==> src/rtl/mem_access_unit_if.sv <==
// mem_access_unit_if
//   Bundles the request, data-memory and writeback-response signals of the
//   memory-stage access sequencer.
//   modport master : the access unit (accepts requests, drives the memory bus
//                    and the response)
//   modport slave  : the surrounding pipeline/memory (drives requests and the
//                    memory acknowledge, consumes the response)
interface mem_access_unit_if;
    // request from the address stage
    logic        req_valid;
    logic        req_ready;
    logic [5:0]  aluSelect;
    logic [31:0] address;
    logic [31:0] store_data;
    logic [4:0]  rd_in;
    logic        stall;
    // data-memory handshake
    logic        mem_req;
    logic        mem_we;
    logic [31:0] mem_addr;
    logic [31:0] mem_wdata;
    logic [3:0]  mem_wstrb;
    logic [31:0] mem_rdata;
    logic        mem_ack;
    // writeback response
    logic        resp_valid;
    logic        resp_is_load;
    logic        resp_err;
    logic [31:0] load_data;
    logic [4:0]  rd_out;

    modport master (
        input  req_valid, aluSelect, address, store_data, rd_in,
               mem_rdata, mem_ack,
        output req_ready, stall, mem_req, mem_we, mem_addr, mem_wdata,
               mem_wstrb, resp_valid, resp_is_load, resp_err, load_data, rd_out
    );

    modport slave (
        output req_valid, aluSelect, address, store_data, rd_in,
               mem_rdata, mem_ack,
        input  req_ready, stall, mem_req, mem_we, mem_addr, mem_wdata,
               mem_wstrb, resp_valid, resp_is_load, resp_err, load_data, rd_out
    );
endinterface

==> src/rtl/mem_access_unit.sv <==
// mem_access_unit
//   Memory-stage data-access sequencer. Takes an effective address, op code,
//   store data and destination tag; runs one word-aligned request/acknowledge
//   access on the data-memory bus (byte strobes, lane-replicated write data);
//   aligns and sign/zero-extends load data; holds stall while busy and issues
//   a one-cycle response to writeback.
//   Ports:
//     clk   - system clock, rising edge
//     reset - asynchronous, active-high reset
//     bus   - mem_access_unit_if.master (request, memory bus, response)
//   Parameters:
//     TIMEOUT_CYCLES - cycles to wait for mem_ack before aborting (0 = never)
//     TIMEOUT_W      - width of the wait counter
//   Optional build macro:
//     MISALIGN_TRAP_EN - misaligned half/word accesses skip the memory bus and
//                        respond immediately with resp_err=1
module mem_access_unit #(
    parameter int unsigned TIMEOUT_CYCLES = 16,
    parameter int unsigned TIMEOUT_W      = 8
) (
    input logic               clk,
    input logic               reset,
    mem_access_unit_if.master bus
);
    typedef enum logic [1:0] {IDLE, ACCESS, RESP} state_t;

    localparam logic [5:0] OP_LB  = 6'h0B;
    localparam logic [5:0] OP_LH  = 6'h0C;
    localparam logic [5:0] OP_LW  = 6'h0D;
    localparam logic [5:0] OP_LBU = 6'h0E;
    localparam logic [5:0] OP_LHU = 6'h0F;
    localparam logic [5:0] OP_SB  = 6'h10;
    localparam logic [5:0] OP_SH  = 6'h11;
    localparam logic [5:0] OP_SW  = 6'h12;

    state_t               state;
    logic [TIMEOUT_W-1:0] cnt;
    logic [5:0]           op_q;
    logic [1:0]           off_q;

    logic        op_valid;
    logic        op_is_load;
    logic        q_is_load;
    logic        misalign;
    logic [3:0]  wstrb_n;
    logic [31:0] wdata_n;
    logic [7:0]  byte_v;
    logic [15:0] half_v;
    logic [31:0] rdata_x;
    logic        timeout_hit;

    // Request decode: validity, strobes and replicated write data.
    always_comb begin
        op_valid   = (bus.aluSelect >= OP_LB) && (bus.aluSelect <= OP_SW);
        op_is_load = (bus.aluSelect <= OP_LHU);
        wstrb_n    = '0;
        wdata_n    = '0;
        misalign   = 1'b0;
        case (bus.aluSelect)
            OP_SB: begin
                wstrb_n = 4'b0001 << bus.address[1:0];
                wdata_n = {4{bus.store_data[7:0]}};
            end
            OP_SH: begin
                wstrb_n = bus.address[1] ? 4'b1100 : 4'b0011;
                wdata_n = {2{bus.store_data[15:0]}};
            end
            OP_SW: begin
                wstrb_n = 4'b1111;
                wdata_n = bus.store_data;
            end
            default: ;
        endcase
`ifdef MISALIGN_TRAP_EN
        case (bus.aluSelect)
            OP_LH, OP_LHU, OP_SH: misalign = bus.address[0];
            OP_LW, OP_SW:         misalign = |bus.address[1:0];
            default:              misalign = 1'b0;
        endcase
`endif
    end

    // Load alignment from the registered op/offset; stores yield 0.
    always_comb begin
        q_is_load = (op_q <= OP_LHU);
        byte_v    = 8'(bus.mem_rdata >> {off_q, 3'b000});
        half_v    = off_q[1] ? bus.mem_rdata[31:16] : bus.mem_rdata[15:0];
        case (op_q)
            OP_LB:   rdata_x = {{24{byte_v[7]}}, byte_v};
            OP_LBU:  rdata_x = {24'd0, byte_v};
            OP_LH:   rdata_x = {{16{half_v[15]}}, half_v};
            OP_LHU:  rdata_x = {16'd0, half_v};
            OP_LW:   rdata_x = bus.mem_rdata;
            default: rdata_x = '0;
        endcase
        timeout_hit = (TIMEOUT_CYCLES != 0) &&
                      ((32'(cnt) + 32'd1) == 32'(TIMEOUT_CYCLES));
    end

    always_ff @(posedge clk or posedge reset) begin
        if (reset) begin
            state            <= IDLE;
            cnt              <= '0;
            op_q             <= '0;
            off_q            <= '0;
            bus.req_ready    <= 1'b1;
            bus.stall        <= 1'b0;
            bus.mem_req      <= 1'b0;
            bus.mem_we       <= 1'b0;
            bus.mem_addr     <= '0;
            bus.mem_wdata    <= '0;
            bus.mem_wstrb    <= '0;
            bus.resp_valid   <= 1'b0;
            bus.resp_is_load <= 1'b0;
            bus.resp_err     <= 1'b0;
            bus.load_data    <= '0;
            bus.rd_out       <= '0;
        end else begin
            case (state)
                IDLE: begin
                    if (bus.req_valid && op_valid) begin
                        op_q          <= bus.aluSelect;
                        off_q         <= bus.address[1:0];
                        bus.rd_out    <= bus.rd_in;
                        bus.req_ready <= 1'b0;
                        bus.stall     <= 1'b1;
                        if (misalign) begin
                            // Trapped access: straight to the response, bus untouched.
                            state            <= RESP;
                            bus.resp_valid   <= 1'b1;
                            bus.resp_err     <= 1'b1;
                            bus.resp_is_load <= op_is_load;
                            bus.load_data    <= '0;
                        end else begin
                            state         <= ACCESS;
                            bus.mem_req   <= 1'b1;
                            bus.mem_we    <= ~op_is_load;
                            bus.mem_addr  <= {bus.address[31:2], 2'b00};
                            bus.mem_wdata <= wdata_n;
                            bus.mem_wstrb <= wstrb_n;
                        end
                    end
                end
                ACCESS: begin
                    if (bus.mem_ack || timeout_hit) begin
                        state            <= RESP;
                        bus.mem_req      <= 1'b0;
                        bus.mem_we       <= 1'b0;
                        bus.mem_addr     <= '0;
                        bus.mem_wdata    <= '0;
                        bus.mem_wstrb    <= '0;
                        bus.resp_valid   <= 1'b1;
                        bus.resp_is_load <= q_is_load;
                        // An ack in the timeout cycle still completes normally.
                        bus.resp_err     <= ~bus.mem_ack;
                        bus.load_data    <= bus.mem_ack ? rdata_x : '0;
                    end else begin
                        cnt <= cnt + 1'b1;
                    end
                end
                RESP: begin
                    state            <= IDLE;
                    cnt              <= '0;
                    bus.req_ready    <= 1'b1;
                    bus.stall        <= 1'b0;
                    bus.resp_valid   <= 1'b0;
                    bus.resp_is_load <= 1'b0;
                    bus.resp_err     <= 1'b0;
                    bus.load_data    <= '0;
                    bus.rd_out       <= '0;
                end
                default: state <= IDLE;
            endcase
        end
    end
endmodule
==> src/flat_wrapper.sv <==
// flat-port wrapper written by rule: the top's interface ports become plain ports
module mem_access_unit_flat 
#(
    parameter int unsigned TIMEOUT_CYCLES = 16,
    parameter int unsigned TIMEOUT_W      = 8
)
  (clk, reset, bus_req_valid, bus_aluSelect, bus_address, bus_store_data, bus_rd_in, bus_mem_rdata, bus_mem_ack, bus_req_ready, bus_stall, bus_mem_req, bus_mem_we, bus_mem_addr, bus_mem_wdata, bus_mem_wstrb, bus_resp_valid, bus_resp_is_load, bus_resp_err, bus_load_data, bus_rd_out);
  mem_access_unit_if bus_i ();
  input logic clk;
  input logic reset;
  input wire logic [$bits(bus_i.req_valid)-1:0] bus_req_valid;
  input wire logic [$bits(bus_i.aluSelect)-1:0] bus_aluSelect;
  input wire logic [$bits(bus_i.address)-1:0] bus_address;
  input wire logic [$bits(bus_i.store_data)-1:0] bus_store_data;
  input wire logic [$bits(bus_i.rd_in)-1:0] bus_rd_in;
  input wire logic [$bits(bus_i.mem_rdata)-1:0] bus_mem_rdata;
  input wire logic [$bits(bus_i.mem_ack)-1:0] bus_mem_ack;
  output wire logic [$bits(bus_i.req_ready)-1:0] bus_req_ready;
  output wire logic [$bits(bus_i.stall)-1:0] bus_stall;
  output wire logic [$bits(bus_i.mem_req)-1:0] bus_mem_req;
  output wire logic [$bits(bus_i.mem_we)-1:0] bus_mem_we;
  output wire logic [$bits(bus_i.mem_addr)-1:0] bus_mem_addr;
  output wire logic [$bits(bus_i.mem_wdata)-1:0] bus_mem_wdata;
  output wire logic [$bits(bus_i.mem_wstrb)-1:0] bus_mem_wstrb;
  output wire logic [$bits(bus_i.resp_valid)-1:0] bus_resp_valid;
  output wire logic [$bits(bus_i.resp_is_load)-1:0] bus_resp_is_load;
  output wire logic [$bits(bus_i.resp_err)-1:0] bus_resp_err;
  output wire logic [$bits(bus_i.load_data)-1:0] bus_load_data;
  output wire logic [$bits(bus_i.rd_out)-1:0] bus_rd_out;
  assign bus_i.req_valid = bus_req_valid;
  assign bus_i.aluSelect = bus_aluSelect;
  assign bus_i.address = bus_address;
  assign bus_i.store_data = bus_store_data;
  assign bus_i.rd_in = bus_rd_in;
  assign bus_i.mem_rdata = bus_mem_rdata;
  assign bus_i.mem_ack = bus_mem_ack;
  assign bus_req_ready = bus_i.req_ready;
  assign bus_stall = bus_i.stall;
  assign bus_mem_req = bus_i.mem_req;
  assign bus_mem_we = bus_i.mem_we;
  assign bus_mem_addr = bus_i.mem_addr;
  assign bus_mem_wdata = bus_i.mem_wdata;
  assign bus_mem_wstrb = bus_i.mem_wstrb;
  assign bus_resp_valid = bus_i.resp_valid;
  assign bus_resp_is_load = bus_i.resp_is_load;
  assign bus_resp_err = bus_i.resp_err;
  assign bus_load_data = bus_i.load_data;
  assign bus_rd_out = bus_i.rd_out;
  mem_access_unit #(.TIMEOUT_CYCLES(TIMEOUT_CYCLES), .TIMEOUT_W(TIMEOUT_W)) u_core (.clk(clk), .reset(reset), .bus(bus_i));
endmodule
==> config.mk <==
export PLATFORM = sky130hd
export DESIGN_NAME = mem_access_unit_flat
export DESIGN_NICKNAME = d
export VERILOG_FILES = /design/src/rtl/mem_access_unit_if.sv /design/src/rtl/mem_access_unit.sv /design/src/flat_wrapper.sv
export SDC_FILE = /design/constraint.sdc
export NUM_CORES = 1
export LEC_CHECK = 0
export CORE_ASPECT_RATIO = 0.6
export CORE_MARGIN = 2
export CORE_UTILIZATION = 40
export CTS_BUF_LIST = sky130_fd_sc_hd__clkbuf_16
export CTS_CLUSTER_SIZE = 25
export DETAILED_ROUTE_END_ITERATION = 10
export PLACE_DENSITY = 0.76
export SLEW_MARGIN = 20
export SYNTH_ARGS = -nofsm -noshare
export SYNTH_HDL_FRONTEND = slang
export SYNTH_SLANG_ARGS = --single-unit
==> constraint.sdc <==
create_clock -name clk -period 4.3 [get_ports clk]
set_clock_uncertainty 0.2 [all_clocks]
set_input_delay 0.43 -clock clk [delete_from_list [all_inputs] [get_ports clk]]
set_output_delay 0.43 -clock clk [all_outputs]
set_load 0.02 [all_outputs]
### Word level (Yosys, flattened, before mapping)

Cells that the tools add are included.

* register bits: 130
* word-level logic and storage cells: 90
* bits of input ports: 111
* output and inout port bits: 112

* mux-type cells: 37
* magnitude comparators: 4
* shifts and indexed selects: 2
* equality and inequality tests: 14
* reductions and logical operators: 13
* bitwise operators: 2
* add/sub/neg operators: 2

Operators with widths (count)
* one-hot mux 32 bit (2 select lines): 3
* two-way mux 32 bit: 5
* one-hot mux 32 bit (5 select lines): 1
* one-hot mux 32 bit (3 select lines): 1
* == test 32 x 5 -> 1 bit, second input constant: 1
* >> shifter 32 x 5 -> 8 bit: 1
* == test 6 x 4 -> 1 bit, second input constant: 5
* == test 6 x 5 -> 1 bit, second input constant: 3
* two-way mux 16 bit: 1
* one-hot mux 8 bit (2 select lines): 1
* one-hot mux 1 bit (2 select lines): 7
* <= comparator 6 x 4 -> 1 bit, second input constant: 2
* two-way mux 4 bit: 3
* one-hot mux 4 bit (3 select lines): 1
* one-hot mux 5 bit (2 select lines): 1
* AND reduction 2 bit: 5
* adder 8 x 1 -> 9 bit, second input constant: 1
* adder 8 x 1 -> 8 bit, second input constant: 1
* two-way mux 8 bit: 1
* one-hot mux 4 bit (2 select lines): 1
* two-way mux 1 bit: 7
* greater-or-equal comparator 6 x 4 -> 1 bit, second input constant: 1
* <= comparator 6 x 5 -> 1 bit, second input constant: 1
* nonzero test 2 bit: 3
* 13 further kinds: 17

### Depth between registers and ports, before layout

* word-level depth: 5
* depth in mapped cells: 10
* gate-level depth less buffers: 8

### Least setup slack after synthesis

Ideal clock, no wire load.

* path type: reg2reg
* start point: register u_core.cnt[0]
* end point: register u_core.bus.mem_wdata[5]
* stages on the path, launching flop included: 11
* setup slack: 1.858 ns
* buffers on the path: 4
* arrival time: 2.118 ns
* required time: 3.977 ns
* clock period less this slack: 2.442 ns
* library setup time: 0.123 ns
* cell sequence: dfrtp_1 > ha_1 > clkbuf_1 > nor4b_1 > a211oi_1 > o31a_1 > buf_2 > buf_6 > buf_6 > nand2_1 > o21ai_1

* longest elaborated chain between the ends: 5

Ends and longest elaborated chain
* start: declaration: RTL line mem_access_unit.sv:37 `logic [TIMEOUT_W-1:0] cnt;`
* start signal: assignment: RTL line mem_access_unit.sv:158 `cnt <= cnt + 1'b1;`
* adder 8 x 1 -> 9 bit: RTL line mem_access_unit.sv:97 `((32'(cnt) + 32'd1) == 32'(TIMEOUT_CYCLES));`
* == test 32 x 5 -> 1 bit: RTL line mem_access_unit.sv:97
* logical OR 1 bit: RTL line mem_access_unit.sv:145 `if (bus.mem_ack || timeout_hit) begin`
* inequality test 2 x 1 -> 1 bit (no source line)
* AND reduction 3 bit (no source line)
* end signal: assignment: RTL line mem_access_unit.sv:139 `bus.mem_wdata <= wdata_n;`
* end: declaration: RTL line mem_access_unit_if.sv:35 `output req_ready, stall, mem_req, mem_we, mem_addr, mem_wdata,`

Every way passes these cells.
A chain may end at the register's enable or synchronous reset.

### Worst setup path in the final report

* start point: register u_core.off_q[1]
* end point: register u_core.bus.load_data[17] in the netlist's numbering

* longest elaborated chain between the ends: 5
* elaborated cells between the ends (all ways): 6
* classes of those cells: 1 x shift; 5 x mux

Ends and longest elaborated chain
* start: declaration: RTL line mem_access_unit.sv:39 `logic [1:0] off_q;`
* start signal: assignment: RTL line mem_access_unit.sv:123 `off_q <= bus.address[1:0];`
* >> shifter 32 x 5 -> 8 bit / two-way mux 16 bit (equally long branches): RTL line mem_access_unit.sv:86, mem_access_unit.sv:87
* one-hot mux 32 bit (5 select lines) *: RTL line mem_access_unit.sv:88 `case (op_q)`
* two-way mux 32 bit *: RTL line mem_access_unit.sv:156 `bus.load_data <= bus.mem_ack ? rdata_x : '0;`
* two-way mux 32 bit *: RTL line mem_access_unit.sv:145
* one-hot mux 32 bit (2 select lines) *: RTL line mem_access_unit.sv:119 `case (state)`
* end signal: assignment: RTL line mem_access_unit.sv:156
* end: declaration: RTL line mem_access_unit_if.sv:36 `mem_wstrb, resp_valid, resp_is_load, resp_err, load_data, rd_out`

Every way passes the cells marked *; elsewhere a longest branch is shown, timed or not. The select of a mux whose other input is x is not followed.

==> results.txt <==
status = complete, no violations
synth cell count leaders = 127 x dfrtp_1, 99 x nand2_1, 41 x a22o_1, 40 x a21oi_1, 32 x o21ai_1
H-tree Lvls = 4
most common cell in the netlist = dfrtp_1
RD Place Congestion = 0.931
crit path buf inv count = 0
Post-DP Area = 8320 sq um
DIE WIDTH = 162 microns
router iterations before antenna repair = 7
Hold Path Class = primary input to asynchronous set/reset pin
ANT cells = 0
Synthesis Warnings = 0
cells along the critical path = mux4_2 -> nor4b_4 -> or2_1 -> a21oi_1 -> o2bb2ai_1
RSZ-0062 raised after global routing = no
core area = 14500 sq um
Critical Path RT = 4.42 ns
power per cell area = 487 nW/um^2
I/O Pins = 223
final slew viol count = 0
Final setup viols = 0
post-CTS setup buffer count = 0
part of the cycle the worst path needs = 67.0%
Rows = 34
distinct cell type count after synthesis = 61
slowest CP cell = dfrtp_1
Lkg Pwr = 3.69 nW
met1 wire length = 8280 microns
CP max FO = 16
Total Die Area = 16000 sq um
Area Overhead vs Synth = 48.2%
vias post-DR = 5408
routed wire length = 18000 microns
Reg clk slew, reported paths = 0.06 ns
Remaining DRCs = 0
number of gates resized after CTS = 0
Worst path top cell family by delay = simple AND/OR/NAND/NOR gates
Die Y-Extent = 98.8 microns
CP Launch Type = flop
register area = 3200 sq um
GR Overflow Total = 0
reg-to-reg slack, setup = 1.42 ns
Final Hold Fails = 0
wire per inst = 17.9 microns
setup tns final = 0 ns
CTS Buf Count = 17
max frequency = 347 MHz
Antenna Violating Nets Remaining = 0
Clk Latency, worst-skew pair = 0.40 ns
Synth Area in Simple Gates = 15.1%
GRT Resource Usage Total = 23.0%
synthesized area = 5990 sq um
Worst Tran Pin Value = 0.859 ns
fillcell total = 1221
Initial Util = 41.2%
Synth Register Bits = 128
Crit. End Element = flop
complex-gate fraction of the synthesized area = 23.2%
sequential share of the synthesized area = 53.5%
synthesized-area fraction occupied by adder cells = 0.418%
ys flop type = dfrtp_1
EDFF count, synth = 0
Avg Cell Area, Syn = 10.2 sq um
Post-Syn Instances = 590
top routing layer used = met4
number of buffers added on ports = 220
Max Cap Viol = 0
largest cells by area after synthesis = dfrtp_1 53%, nand2_1 6.2%, a22o_1 6.0%
share of post-route cells with drive strength above 1 = 6.70%
pin count of the biggest net entering global routing = 100
slowest cell delay on critical path = 0.78 ns
Synth async-reset ratio = 100%
number of global-route vias before repair = 5222
XOR/XNOR share of the synthesized area = 0.146%
Final Instance Area = 8880 sq um
CTS Hold Bufs = 0
top cell type's share of synthesized area = 53.0%
first-pass GRT wire length = 28600 microns
area leader, netlist = dfrtp_1
Met2 Routed Length = 8040 microns
DR vias/cell = 5.39
footprint of the multi-input gates = 2550 sq um
final net count = 906
initial antenna violation count = 0
met3 wire len = 1440 microns
peak supply drop = 0.378 mV
clock tree buffer depth = 2
WP data arrival = 3.00 ns
largest family of logic cells by synthesized area = compound AO/OA/AOI/OAI gates
fin crit period = 2.88 ns
mux cell area share after synthesis = 3.57%
CTS tree = done
detailed placement HPWL = 13300 microns
root buffer cell = clkbuf_16
clk sink count = 128
Slew HR = 42.7%
worst setup path class = flop to flop
Iter 0 DRT Violations = 449
## worst reg2reg max path, stage by stage (launching register included)
cell and delay [ns]:
dfrtp_1 0.78, mux4_2 0.37, nor4b_4 0.48, or2_1 0.56, a21oi_1 0.18, o2bb2ai_1 0.22
## state kept, by name (all words and copies together) (netlist names)
name and flops:
u_core.bus.load_data 32, u_core.bus.mem_wdata 32, u_core.bus.mem_addr 30, u_core.cnt 8
u_core.op_q 6, u_core.bus.rd_out 5, u_core.bus.mem_wstrb 4, u_core.off_q 2
u_core.state 2, u_core.bus.mem_req 1, u_core.bus.mem_we 1, u_core.bus.req_ready 1
u_core.bus.resp_err 1, u_core.bus.resp_is_load 1, u_core.bus.resp_valid 1, u_core.bus.stall 1
## metal layers
metal / vias up / track usage [%]
met5: - / 0
met4: 0 / 5.58
met2: 244 / 34.3
li1: 2556 / -
met3: 20 / 7.07
met1: 2588 / 32.9
## cells by family after synthesis
kind of cell	Yosys count
AO/OA/AOI/OAI	202
XOR/XNOR	1
adder cells (fa/ha/maj)	2
buffers and inverters	51
flip-flops	128
multiplexers	20
other	1
AND/OR/NAND/NOR	185
## through the flow
step	instances	power (mW)	worst slack (ns)	utilization [%]	hold WS (ns)
final	1004	4.32	1.42	61.0	0.255
after global placement	972	2.95	1.29	57.2	0.260
after global routing	1004	4.54	1.22	61.0	0.288
after CTS	1004	4.35	1.45	61.0	0.269
after detailed placement	972	2.97	1.17	57.2	0.257
after floorplan	591	2.32	0.259	-	0.259
## report_power, final
group | switching [mW] | internal (mW)
combinational | 0.670 | 0.641
sequential | 0.215 | 1.44
clock | 0.555 | 0.801
total | 1.44 | 2.88
## final timing paths
path | start | end | cells past startpoint
max in group asynchronous | reset | u_core.bus.req_ready | 3
worst max register to register | u_core.off_q[1] | u_core.bus.load_data[17] | 5
worst min-delay path | reset | u_core.bus.rd_out[2] | 2
min in group clk | u_core.bus.req_ready | u_core.bus.req_ready | 2
worst min register to register | u_core.bus.req_ready | u_core.bus.req_ready | 2
worst max-delay path | u_core.off_q[1] | u_core.bus.load_data[17] | 5
## cell usage in the layout (no fill, tap or decap), types with 17 or more instances in the layout
cell type / synthesis / layout
a22o_1: 41 / 41
mux2i_1: 18 / 18
clkbuf_16: 0 / 17
a21oi_1: 40 / 40
o21ai_0: 23 / 23
o2bb2ai_1: 25 / 25
dfrtp_1: 127 / 127
clkdlybuf4s50_1: 0 / 220
nor2_1: 20 / 20
o21ai_1: 32 / 32
nand2_1: 99 / 99
## layout make-up
| cell class | count | share of cell area (%) |
|---|---|---|
| tap | 198 | 2.79 |
| clock buffer | 17 | 4.79 |
| timing repair buffer | 228 | 25.8 |
| multi-input combinational | 412 | 28.8 |
| sequential | 128 | 36.1 |
| clock inverter | 15 | 1.52 |
| inverter | 6 | 0.282 |
No activity file was read; power rests on OpenSTA's default activity.
